[config.mk]
export PLATFORM = sky130hd
export DESIGN_NAME = mux_2x1_arbiter
export DESIGN_NICKNAME = d
export VERILOG_FILES = /design/src/rtl/mux_2x1_arbiter.sv
export SDC_FILE = /design/constraint.sdc
export NUM_CORES = 1
export LEC_CHECK = 0
export ABC_AREA = 1
export CAP_MARGIN = 20
export CORE_MARGIN = 5
export CORE_UTILIZATION = 42
export DETAILED_ROUTE_END_ITERATION = 8
export PLACE_DENSITY = 0.89
export SLEW_MARGIN = 20
export SYNTH_ARGS = -nofsm -noshare
export SYNTH_HDL_FRONTEND = slang
export SYNTH_SLANG_ARGS = --single-unit
export TNS_END_PERCENT = 20
[constraint.sdc]
create_clock -name clk -period 2 [get_ports clk]
set_clock_uncertainty 0.1 [all_clocks]
set_input_delay 0.4 -clock clk [delete_from_list [all_inputs] [get_ports clk]]
set_output_delay 0.4 -clock clk [all_outputs]
set_load 0.02 [all_outputs]
[src/rtl/mux_2x1_arbiter.sv]
// rtl/mux_2x1_arbiter.sv - round-robin 2:1 packet arbiter with registered output stage
//
// Grants one of two valid/ready requesters per packet, holds the mux select
// until the granted requester's last beat is accepted, and forwards beats
// through a single registered output slot.
//
// Ports:
//   clk, rst_n                         clock, asynchronous active-low reset
//   in0_valid/in0_data/in0_last/in0_ready  requester 0 beat handshake
//   in1_valid/in1_data/in1_last/in1_ready  requester 1 beat handshake
//   out_valid/out_data/out_last/out_src    registered output beat and its source
//   out_ready                          downstream accepts the output beat
//   sel                                current mux select (granted requester)
//   busy                               a packet is in progress
//   beat_cnt                           saturating beats accepted in current packet
//   pkt_done                           one-cycle pulse after a last beat is accepted
module mux_2x1_arbiter #(
  parameter int WIDTH = 8,
  parameter int CNT_W = 8
) (
  input  logic             clk,
  input  logic             rst_n,
  input  logic             in0_valid,
  input  logic [WIDTH-1:0] in0_data,
  input  logic             in0_last,
  output logic             in0_ready,
  input  logic             in1_valid,
  input  logic [WIDTH-1:0] in1_data,
  input  logic             in1_last,
  output logic             in1_ready,
  output logic             out_valid,
  output logic [WIDTH-1:0] out_data,
  output logic             out_last,
  output logic             out_src,
  input  logic             out_ready,
  output logic             sel,
  output logic             busy,
  output logic [CNT_W-1:0] beat_cnt,
  output logic             pkt_done
);

  typedef enum logic {
    IDLE = 1'b0,
    BUSY = 1'b1
  } state_t;

  state_t state;
  logic   grant;
  logic   prio;

  logic             g_valid;
  logic             g_last;
  logic [WIDTH-1:0] g_data;
  logic             accept;
  logic             xfer;
  logic             winner;

  always_comb begin
    g_valid = 1'b0;
    g_last  = 1'b0;
    g_data  = '0;
    if (grant) begin
      g_valid = in1_valid;
      g_last  = in1_last;
      g_data  = in1_data;
    end else begin
      g_valid = in0_valid;
      g_last  = in0_last;
      g_data  = in0_data;
    end
  end

  // The output slot can take a new beat when empty or draining this cycle.
  assign accept    = (state == BUSY) && (!out_valid || out_ready);
  assign xfer      = accept && g_valid;
  assign in0_ready = accept && !grant;
  assign in1_ready = accept && grant;

  // A lone requester wins outright; on a tie prio names the winner.
  assign winner = (in0_valid && in1_valid) ? prio : in1_valid;

  assign sel  = grant;
  assign busy = (state == BUSY);

  always_ff @(posedge clk or negedge rst_n) begin
    if (!rst_n) begin
      state     <= IDLE;
      grant     <= 1'b0;
      prio      <= 1'b0;
      out_valid <= 1'b0;
      out_data  <= '0;
      out_last  <= 1'b0;
      out_src   <= 1'b0;
      beat_cnt  <= '0;
      pkt_done  <= 1'b0;
    end else begin
      pkt_done <= 1'b0;

      if (xfer) begin
        out_valid <= 1'b1;
        out_data  <= g_data;
        out_last  <= g_last;
        out_src   <= grant;
      end else if (out_ready) begin
        out_valid <= 1'b0;
      end

      case (state)
        IDLE: begin
          if (in0_valid || in1_valid) begin
            grant    <= winner;
            beat_cnt <= '0;
            state    <= BUSY;
          end
        end
        BUSY: begin
          if (xfer) begin
            if (beat_cnt != {CNT_W{1'b1}}) begin
              beat_cnt <= beat_cnt + CNT_W'(1);
            end
            if (g_last) begin
              pkt_done <= 1'b1;
              state    <= IDLE;
              // The loser of this round wins the next tie.
              prio     <= ~grant;
            end
          end
        end
        default: state <= IDLE;
      endcase
    end
  end

endmodule

Yosys cells after proc, flatten, opt, wreduce, memory -nomap -nowiden
Cells that the tools add are included.
{ "op_classes": {"add_sub_neg": 1, "n_mul": 0, "div": 0, "magnitude_cmp": 0, "n_eq_ne": 4, "n_shift": 0, "n_mux": 17, "n_bitwise": 2, "n_reduce_logical": 13} }
{ "op_table": {"columns": ["operator", "count"], "rows": [
  ["two-way mux 8 bit", 4],
  ["one-hot mux 8 bit (2 select lines)", 1],
  ["two-way mux 1 bit", 11],
  ["adder 8 x 1 -> 8 bit (second input constant)", 1],
  ["!= test 8 bit (second input constant)", 1],
  ["AND reduction 3 bit", 2],
  ["logical AND 1 bit", 5],
  ["!= test 2 x 1 -> 1 bit (second input constant)", 2],
  ["zero test 1 bit", 2],
  ["logical OR 1 bit", 2],
  ["!= test 2 bit (second input constant)", 1],
  ["inverter 1 bit", 2],
  ["one-hot mux 1 bit (2 select lines)", 1],
  ["AND reduction 2 bit", 1],
  ["nonzero test 2 bit", 1]
]} }
{ "word_totals": {"regBits": 23, "latch_bits": 0, "ram_bits": 0, "romBits": 0, "in_bits": 23, "out_inout_bits": 24, "wordCells": 46, "n_memories": 0} }

Logic depth before layout (Yosys ltp)
{ "depth": {"depth_word": 6, "ltp_mapped": 9} }

Worst setup path after synthesis
Ideal clock, no wire load.
{ "synth_path": {"kind": "register to register", "startpoint": "reg beat_cnt[0]", "endpoint": "reg beat_cnt[5]", "setup_time_ns": 0.117, "t_arrival_ns": 1.394, "required_ns": 1.783, "slack_ns": 0.389, "stages_incl_launch_ff": 9, "synth_period_minus_slack_ns": 1.611, "cell_sequence": "dfrtp_1 ha_1 nand2_2 nor2_4 nand3_1 nand2_2 nand2_4 nand2_1 nand2_1"} }
{ "synth_via": {"elab_chain_cells": 4, "word_cells_on_any_way": 7, "classes_between": "1 x add/sub; 2 x eq/ne; 3 x mux; 1 x reduce/logical"} }
{ "synth_rtl": {"columns": ["item", "line", "text"], "rows": [
  ["start, declared", "38", "output logic [CNT_W-1:0] beat_cnt,"],
  ["start signal, assigned", "119", "beat_cnt <= beat_cnt + CNT_W'(1);"],
  ["adder 8 x 1 -> 8 bit", "119", null],
  ["two-way mux 8 bit", "118", "if (beat_cnt != {CNT_W{1'b1}}) begin"],
  ["two-way mux 8 bit", "117", "if (xfer) begin"],
  ["one-hot mux 8 bit (2 select lines)", "108", "case (state)"]
]} }
Several ways; a longest one is shown, not always the timed one. The select of a mux whose other input is x is not followed.
A chain may end at the register's enable or synchronous reset.

Worst setup path in the final report
{ "layout_path": {"startpoint": "in out_ready", "endpoint": "out in1_ready"} }
{ "layout_via": {"elab_chain_cells": 3} }
{ "layout_rtl": {"columns": ["item", "line", "text"], "rows": [
  ["start, declared", "35", "input logic out_ready,"],
  ["logical OR 1 bit", "74", "assign accept = (state == BUSY) && (!out_valid || out_ready);"],
  ["logical AND 1 bit", "74", null],
  ["logical AND 1 bit", "77", "assign in1_ready = accept && grant;"],
  ["end, declared", "30", "output logic in1_ready,"]
]} }
Every way passes these cells.

==> out/metrics.yaml <==
syn_avg_cell_area_um2: 7.68
fillers: 245
setup_tns_ps: 0
p_per_area_nw_per_um2: 1370
ctsHoldBuffers: 0
cts_tree: "yes"
fin_crit_sh_pct: 95.6
max_cap_violations: 0
rows: 19
setup_viol: 0
antenna_found_initial: 0
grt_max_degree: 24
pin_count: 47
place_area_um2: 1710
clk_pin_slew_ps: 120
syn_area_um2: 1180
hpwl_um: 2260
worstSetupStartpointType: "input port"
cp_max_fo: 3
wl_per_cell_um: 11.9
dp_cells: 234
antenna_cells: 0
period_needed_ps: 1910
rsz0062_at_grt: "no"
worstSkewPairLatency_ps: 300
finalMaxSlewViolations: 0
via_per_inst: 5.03
ant_nets: 0
overflow: 0
cts_buffers: 3
synth_nets: 178
num_vias: 1198
htree_levels: 1
synth_cell_types: 19
ys_ff_latch: 23
fp.dieH_um: 63.1
drc: 0
cp.arrival_ps: 1410
cts_setup_buffers: 0
die-area_um2: 3980
grt_pass1_wl_um: 4910
place_congestion: 0.871
max_freq_ghz: 0.523
crit_path_end_kind: "output port"
cts_root_buffer: "clkbuf_4"
p_leak_nw: 0.804
drt_pre_antenna_iters: 4
design_area_um2: 1740
clockBufferDepth: 2
synthCells: 154
status: "completed"
clock_sinks: 23
grt_usage_pct: 14.8
required_ps: 1500
core_area_um2: 2730
nNetsFinal: 232
die_w_um: 63.1
yosysSeqAreaShare_pct: 48.7
yosysWarningCount: 0
fin_cells: 238
drt-total-wl_um: 2820
ir_worst_vdd_uv: 962
drive_gt1_share_pct: 10.6
syn_to_final_growth_pct: 46.9
grt_pass1_vias: 1136
drt_iter0_markers: 44
hold_violations: 0
hp-class: "in2async"
portBuffers: 46
final_util_pct: 63.5
critical_path_class: "in2out"
slew-limit-headroom_pct: 80.3
tightest_slew_ps: 295
start_util_pct: 43.2
## critical path, cell delays in order
cell and delay, ps:
clkdlybuf4s50_1 490, o21ai_2 80, nor2_1 100, dlygate4sd2_1 340
## path summary, 6_finish.rpt
path,from,to,slack (ps),depth (start not counted)
max,out_ready,in1_ready,90,4
min,rst_n,beat_cnt[3],330,2
max reg2reg,beat_cnt[0],beat_cnt[7],340,8
min reg2reg,prio,prio,400,2
max in group asynchronous,rst_n,sel,1220,2
min in group clk,prio,prio,400,2
## kinds of logic after synthesis
| kind of cell | Yosys count | share of synthesized area [%] |
|---|---|---|
| compound gates | 21 | 10.2 |
| simple gates | 92 | 33.3 |
| fa+ha+maj | 1 | 1.06 |
| flops | 23 | 48.7 |
| buf+inv | 17 | 6.77 |
## per-layer routing
metal,GRT usage (%),routed length (um),part of all wire (%)
met1,17.4,1150,41
met2,26.8,1440,51
met3,2.84,199,7.0
met4,4.51,28,0.99
met5,0,0,0
## stage by stage
stage	power, mW	worst slack [ps]	hold WS (ps)
after floorplan	1.58	389	4.41
after global placement	2.17	-214	358
after detailed placement	2.20	-250	378
after CTS	2.41	27.8	343
after global routing	2.58	17.7	360
final	2.38	87.1	332
## Yosys cell counts
cell type | n | area, um^2
o21bai_1 | 2 | 15.0
nor2_2 | 2 | 12.5
nor2_4 | 1 | 11.3
nand2_1 | 53 | 199
buf_6 | 2 | 22.5
nor3b_1 | 2 | 15.0
dfrtp_1 | 23 | 576
inv_2 | 2 | 7.51
nand3_1 | 13 | 65.1
o21ai_0 | 5 | 25.0
o21ai_1 | 6 | 30.0
buf_2 | 1 | 5.00
nand2_2 | 2 | 12.5
nor2_1 | 18 | 67.6
a31oi_1 | 8 | 50.1
ha_1 | 1 | 12.5
clkbuf_1 | 2 | 7.51
inv_1 | 10 | 37.5
nand2_4 | 1 | 11.3
## cell usage in the layout (no fill, tap or decap)
| cell | count |
|---|---|
| nor2_1 | 18 |
| inv_1 | 10 |
| nor2_4 | 1 |
| dfrtp_1 | 22 |
| ha_1 | 1 |
| buf_4 | 8 |
| a31oi_1 | 8 |
| nand2_1 | 53 |
| o21ai_0 | 5 |
| dfrtp_2 | 1 |
| o21ai_1 | 5 |
| clkinv_2 | 1 |
| clkdlybuf4s50_1 | 44 |
| clkbuf_4 | 3 |
| nand2_2 | 2 |
| o21ai_2 | 1 |
| nor2_2 | 2 |
| nand2_4 | 1 |
| nand3_1 | 13 |
| nor3b_1 | 2 |
| o21bai_1 | 2 |
| dlygate4sd2_1 | 2 |
| inv_2 | 2 |
## power by group
| part | internal [mW] | switching [mW] |
|---|---|---|
| clock network | 0.0746 | 0.134 |
| registers | 0.650 | 0.149 |
| logic | 0.610 | 0.758 |
| total | 1.33 | 1.04 |
## registers in the layout, indices dropped and copies added, names as in the netlist
register	count
prio	1
beat_cnt	8
out_src	1
out_last	1
busy	1
sel	1
out_valid	1
out_data	8
pkt_done	1
## what timing repair did
action | CTS | global route
pin swaps | 0 | 1
gates cloned | 0 | 0
endpoints found under the setup margin | 2 | 2
resized for setup | 3 | 1
## cell type report
cell class                      count  area (um^2)  area share [%]
Clock buffer                        3         22.5            1.30
Multi-Input combinational cell    114          531            30.5
Sequential cell                    23          577            33.2
Timing Repair Buffer               54          518            29.8
Clock inverter                      1         5.00           0.288
Inverter                           12         45.0            2.59
Tap cell                           31         38.8            2.23
No activity file was read; power rests on OpenSTA's default activity.
